File: config.mk
export PLATFORM = sky130hd
export DESIGN_NAME = soc_dma_copy
export DESIGN_NICKNAME = d
export VERILOG_FILES = /design/src/rtl/soc_dma_copy.sv
export SDC_FILE = /design/constraint.sdc
export NUM_CORES = 1
export LEC_CHECK = 0
export BUFFER_PORTS_ARGS = -buffer_cell sky130_fd_sc_hd__buf_2
export CORE_ASPECT_RATIO = 1.4
export CORE_UTILIZATION = 25
export CTS_CLUSTER_SIZE = 16
export DETAILED_ROUTE_END_ITERATION = 7
export PLACE_DENSITY = 0.47
export SYNTH_ARGS = -nofsm -noshare
export SYNTH_HDL_FRONTEND = slang
export SYNTH_SLANG_ARGS = --single-unit
export TNS_END_PERCENT = 100
File: constraint.sdc
create_clock -name i_clk -period 2.47 [get_ports i_clk]
set_input_delay 0.494 -clock i_clk [delete_from_list [all_inputs] [get_ports i_clk]]
set_output_delay 0.494 -clock i_clk [all_outputs]
set_load 0.01 [all_outputs]
File: src/rtl/soc_dma_copy.sv
// soc_dma_copy: word-copy DMA initiator on the SoC memory bus.
// Copies i_len 32-bit words from i_src to i_dst, one read then one write per word,
// with at most one bus transaction outstanding.
//
// Optional watchdog: define SOC_DMA_TIMEOUT_EN to abort a wait state after TIMEOUT
// cycles without i_ack (sets sticky o_err, pulses o_done). Without the macro, wait
// states block until i_ack and o_err stays 0.
//
// Ports:
//   i_clk, i_reset_n          clock, async active-low reset
//   i_start, i_src, i_dst,    start pulse and transfer descriptor (sampled in IDLE)
//   i_len
//   o_busy, o_done, o_err     status: busy window, completion pulse, sticky abort flag
//   o_addr, o_rw, o_dwrite,   bus request (rw: 1 = write)
//   o_stb
//   i_dread, i_ack            bus response
module soc_dma_copy #(
  parameter int unsigned ADDR_STEP = 4,
  parameter int unsigned LEN_WIDTH = 16,
  parameter int unsigned TIMEOUT   = 255
) (
  input  logic                 i_clk,
  input  logic                 i_reset_n,
  input  logic                 i_start,
  input  logic [31:0]          i_src,
  input  logic [31:0]          i_dst,
  input  logic [LEN_WIDTH-1:0] i_len,
  output logic                 o_busy,
  output logic                 o_done,
  output logic                 o_err,
  output logic [31:0]          o_addr,
  output logic                 o_rw,
  output logic [31:0]          o_dwrite,
  input  logic [31:0]          i_dread,
  output logic                 o_stb,
  input  logic                 i_ack
);

  typedef enum logic [2:0] {
    S_IDLE, S_RD_REQ, S_RD_WAIT, S_WR_REQ, S_WR_WAIT, S_DONE
  } state_e;

  state_e               state_q, state_d;
  logic [31:0]          src_q, src_d, dst_q, dst_d, data_q, data_d;
  logic [LEN_WIDTH-1:0] rem_q, rem_d;
  logic                 busy_q, busy_d, done_q, done_d, err_q, err_d;
  logic                 stb_q, stb_d, rw_q, rw_d;
  logic [31:0]          addr_q, addr_d, dwrite_q, dwrite_d;

`ifdef SOC_DMA_TIMEOUT_EN
  localparam int unsigned TMO_W = $clog2(TIMEOUT + 1);
  logic [TMO_W-1:0] tmo_q, tmo_d;
`else
  // TIMEOUT only matters when the watchdog is built in.
  logic unused_tmo;
  assign unused_tmo = ^32'(TIMEOUT);
`endif

  // Next-state and registered-output decode.
  always_comb begin
    state_d  = state_q;
    src_d    = src_q;
    dst_d    = dst_q;
    rem_d    = rem_q;
    data_d   = data_q;
    err_d    = err_q;
    addr_d   = addr_q;
    rw_d     = rw_q;
    dwrite_d = dwrite_q;
    stb_d    = 1'b0;
`ifdef SOC_DMA_TIMEOUT_EN
    tmo_d    = '0;
`endif

    unique case (state_q)
      S_IDLE: begin
        if (i_start) begin
          src_d   = i_src;
          dst_d   = i_dst;
          rem_d   = i_len;
          err_d   = 1'b0;
          state_d = (i_len == '0) ? S_DONE : S_RD_REQ;
        end
      end
      S_RD_REQ: state_d = S_RD_WAIT;
      S_RD_WAIT: begin
        if (i_ack) begin
          data_d  = i_dread;
          state_d = S_WR_REQ;
        end
      end
      S_WR_REQ: state_d = S_WR_WAIT;
      S_WR_WAIT: begin
        if (i_ack) begin
          src_d   = src_q + 32'(ADDR_STEP);
          dst_d   = dst_q + 32'(ADDR_STEP);
          rem_d   = rem_q - LEN_WIDTH'(1);
          state_d = (rem_q == LEN_WIDTH'(1)) ? S_DONE : S_RD_REQ;
        end
      end
      S_DONE:  state_d = S_IDLE;
      default: state_d = S_IDLE;
    endcase

`ifdef SOC_DMA_TIMEOUT_EN
    // Watchdog: counter restarts from 0 on every entry to a wait state.
    if ((state_q == S_RD_WAIT || state_q == S_WR_WAIT) && !i_ack) begin
      if (tmo_q == TMO_W'(TIMEOUT - 1)) begin
        err_d   = 1'b1;
        state_d = S_DONE;
      end else begin
        tmo_d = tmo_q + TMO_W'(1);
      end
    end
`endif

    // Bus outputs track the state being entered so o_stb coincides with the REQ cycle.
    if (state_d == S_RD_REQ) begin
      stb_d  = 1'b1;
      rw_d   = 1'b0;
      addr_d = src_d;
    end
    if (state_d == S_WR_REQ) begin
      stb_d    = 1'b1;
      rw_d     = 1'b1;
      addr_d   = dst_d;
      dwrite_d = data_d;
    end

    // Busy covers every non-IDLE state; done follows one cycle after DONE as busy drops.
    busy_d = (state_d != S_IDLE);
    done_d = (state_q == S_DONE);
  end

  // State and output registers.
  always_ff @(posedge i_clk or negedge i_reset_n) begin
    if (!i_reset_n) begin
      state_q  <= S_IDLE;
      src_q    <= '0;
      dst_q    <= '0;
      rem_q    <= '0;
      data_q   <= '0;
      busy_q   <= 1'b0;
      done_q   <= 1'b0;
      err_q    <= 1'b0;
      stb_q    <= 1'b0;
      rw_q     <= 1'b0;
      addr_q   <= '0;
      dwrite_q <= '0;
`ifdef SOC_DMA_TIMEOUT_EN
      tmo_q    <= '0;
`endif
    end else begin
      state_q  <= state_d;
      src_q    <= src_d;
      dst_q    <= dst_d;
      rem_q    <= rem_d;
      data_q   <= data_d;
      busy_q   <= busy_d;
      done_q   <= done_d;
      err_q    <= err_d;
      stb_q    <= stb_d;
      rw_q     <= rw_d;
      addr_q   <= addr_d;
      dwrite_q <= dwrite_d;
`ifdef SOC_DMA_TIMEOUT_EN
      tmo_q    <= tmo_d;
`endif
    end
  end

  assign o_busy   = busy_q;
  assign o_done   = done_q;
  assign o_err    = err_q;
  assign o_stb    = stb_q;
  assign o_rw     = rw_q;
  assign o_addr   = addr_q;
  assign o_dwrite = dwrite_q;

endmodule

==> flow_summary.json <==
{
  "power_leakage_nw": 4.92,
  "routabilityCongestion": 0.841,
  "clock_latency_ps": 430,
  "ys.flop_type": "dfrtp_1",
  "hp-start": "i_dread[15]",
  "cp_top_family": "simple AND/OR/NAND/NOR gates",
  "final_core_util": 0.329,
  "synth_cell_type_count": 68,
  "start_util": 0.256,
  "fin_nets": 1264,
  "io_pins": 185,
  "synth_top_area_share": 0.463,
  "ctsRootBufferMaster": "clkbuf_16",
  "rr_worst_depth": 6,
  "power_frac_seq": 0.359,
  "synth_area_per_cell_um2": 8.65,
  "drc_errors": 0,
  "slowest_delay_ps": 620,
  "drive_gt1_frac": 0.257,
  "power_mw": 13.3,
  "holdWs_ps": 249,
  "finalClockSkew_ps": 13.9,
  "cts_tree": "done",
  "dp.cells": 1558,
  "rsz0062_at_grt": "no",
  "grt.met2_usage": 0.314,
  "hold_class": "input pin to register",
  "worstPathMaxFanout": 7,
  "dieArea_um2": 33400,
  "yosysMostFrequentCell": "nand2_1",
  "die_h_um": 216,
  "fmax_mhz": 428,
  "end_kind": "register",
  "synth.area.top_cells": "dfrtp_1 (46%), nand2_1 (9.2%), a21oi_1 (3.7%)",
  "vdd_ir_drop_max_mv": 0.462,
  "ant_nets": 0,
  "clkPwrFrac": 0.185,
  "tightest_slew_ps": 640,
  "routedWlPerCell_um": 18.5,
  "drt-initial-drc-count": 458,
  "ys_warn_count": 0,
  "synth_commonest_cells": "nand2_1 (201), dfrtp_1 (151), nor2_1 (64), a21oi_1 (61), nand3_1 (60)",
  "grt_max_degree": 49,
  "ys_ff_latch": 151,
  "h-tree-depth": 4,
  "power_frac_comb": 0.456,
  "synthArstFlopShare": 1.00,
  "min_period_ps": 2340,
  "hold_violations": 0,
  "grt_pass1_wl_um": 45300,
  "worst_slew_margin_rel": 0.567,
  "p_per_area_nw_per_um2": 1270,
  "setup_tns_ps": 0,
  "slowest_stage": "or3b_2",
  "required_ps": 2780,
  "placed_area_um2": 9920,
  "viasPerCell": 4.98,
  "rows": 77,
  "drt-pass1-iter-count": 5,
  "clk_pin_slew_ps": 70,
  "internal_power_mw": 7.46,
  "syn_inst": 943,
  "worst-r2r-setup-slack_ps": 130,
  "overflow": 0,
  "critical_path_buf_inv_count": 0,
  "p_sw_frac": 0.439,
  "crit_chain": "or3b_2 > nor4_1 > nand3_1 > mux2i_1 > a21o_1 > a221o_1",
  "fill_cells": 3385,
  "finish.instance_area_um2": 10500,
  "grt_util_all_layers": 0.180,
  "area_growth_pct": 28.4,
  "cts_buffer_depth": 2,
  "holdPathStages": 3,
  "outcome": "completed",
  "setup_ws_ps": 133,
  "portBuffers": 183,
  "arrival_ps": 2650,
  "met1_usage": 0.219,
  "post-place-ws_ps": 53.5,
  "startpoint_type": "register",
  "worstReg2RegEnd": "o_addr[11]",
  "r2r-start": "state_q[1]",
  "finalSetupViolCount": 0,
  "grt_pass1_vias": 7822,
  "drt-total-wl_um": 29400,
  "core_region_area_um2": 31900,
  "chipWidth_um": 155,
  "antenna_found_initial": 2,
  "vias": 7921,
  "cts_buffers": 17,
  "dpl.hpwl_um": 21500,
  "synth_edf_count": 0,
  "synth_seq_area_share": 0.463,
  "met3_usage": 0.0333,
  "synth_nets": 1063,
  "netlist_area_um2": 8160,
  "slew_viol_final": 0,
  "p_sw_mw": 5.85,
  "layout.cells.non_filler": 1592,
  "top_usage_layer": "met2",
  "yosysTopAreaCell": "dfrtp_1",
  "post-route-period-util": 0.946,
  "holdPathEnd": "o_dwrite[15]",
  "drv_cap": 0,
  "worstSetupPathType": "register to register",
  "clock_sinks": 151
}
==> worst reg2reg max path, stage by stage, from the launching register on <==
cell	delay (ps)
dfrtp_1	440
or3b_2	620
nor4_1	390
nand3_1	160
mux2i_1	140
a21o_1	170
a221o_1	310
==> flip-flops by register name (all words and copies together), names as in the netlist <==
signal,cells
dst_q,32
o_addr,32
o_dwrite,32
src_q,32
rem_q,16
state_q,3
o_busy,1
o_done,1
o_rw,1
o_stb,1
==> layer usage <==
| metal | vias to the layer above | part of all wire |
|---|---|---|
| met5 | - | 0.00044 |
| met4 | 2 | 0.027 |
| met3 | 34 | 0.047 |
| met2 | 240 | 0.51 |
| met1 | 3822 | 0.42 |
| li1 | 3823 | - |
==> power groups by stage <==
| stage | clock network (mW) | logic [mW] | registers, mW |
|---|---|---|---|
| after floorplan | 0 | 3.68 | 4.71 |
| after global placement | 0 | 6.07 | 4.81 |
| after detailed placement | 0 | 6.14 | 4.80 |
| after CTS | 2.55 | 6.15 | 4.78 |
| after global routing | 2.63 | 6.75 | 4.94 |
| final | 2.46 | 6.07 | 4.78 |
==> area by class of cell <==
cell class,instances,area (um^2),share of cell area
clock inverter,11,90.1,0.00860
antenna,1,2.50,0.000239
sequential,151,3780,0.361
multi-input combinational,713,4050,0.387
tap,434,543,0.0518
timing repair buffer,248,1510,0.144
inverter,13,48.8,0.00466
clock buffer,21,450,0.0430
==> logic make-up after synthesis <==
| logic type | share of synthesized area |
|---|---|
| xor+xnor | 0.00644 |
| flops | 0.463 |
| mux | 0.0233 |
| other cells | 0.000460 |
| compound gates | 0.188 |
| buf+inv | 0.0428 |
| simple gates | 0.270 |
| fa+ha+maj | 0.00613 |
==> worst max-delay path by stage <==
stage	startpoint	end	cells past startpoint
after floorplan	state_q[0]	o_addr[22]	10
after global placement	i_ack	o_addr[21]	7
after detailed placement	i_ack	o_addr[21]	7
after CTS	state_q[1]	o_addr[18]	6
after global routing	state_q[1]	o_addr[11]	6
final	state_q[1]	o_addr[11]	6
==> what timing repair did <==
item | CTS | global route
endpoints found under the hold margin | 1 | 0
hold buffers | 1 | 0
resized for setup | 0 | 1
buffers inserted | 0 | 0
endpoints found under the setup margin | 0 | 2
==> cells in the final DEF (no fill, tap or decap), drive strengths merged, types with 4 or more instances in the layout <==
master,count
nor2,64
inv,17
clkinv,5
or4,6
mux2i,19
o21ai,45
nand3,60
dfrtp,151
buf,247
o311ai,5
nand4,19
o22ai,12
nand2b,8
ha,4
xor2,4
nor3,20
a21o,12
and2,17
nor4,19
and3,8
a31oi,5
o211ai,16
a22oi,22
or3,12
a22o,8
clkbuf,21
nand2,203
a221o,23
a21oi,61
and4,5
Note: power is estimated with default switching activity, not from simulation.
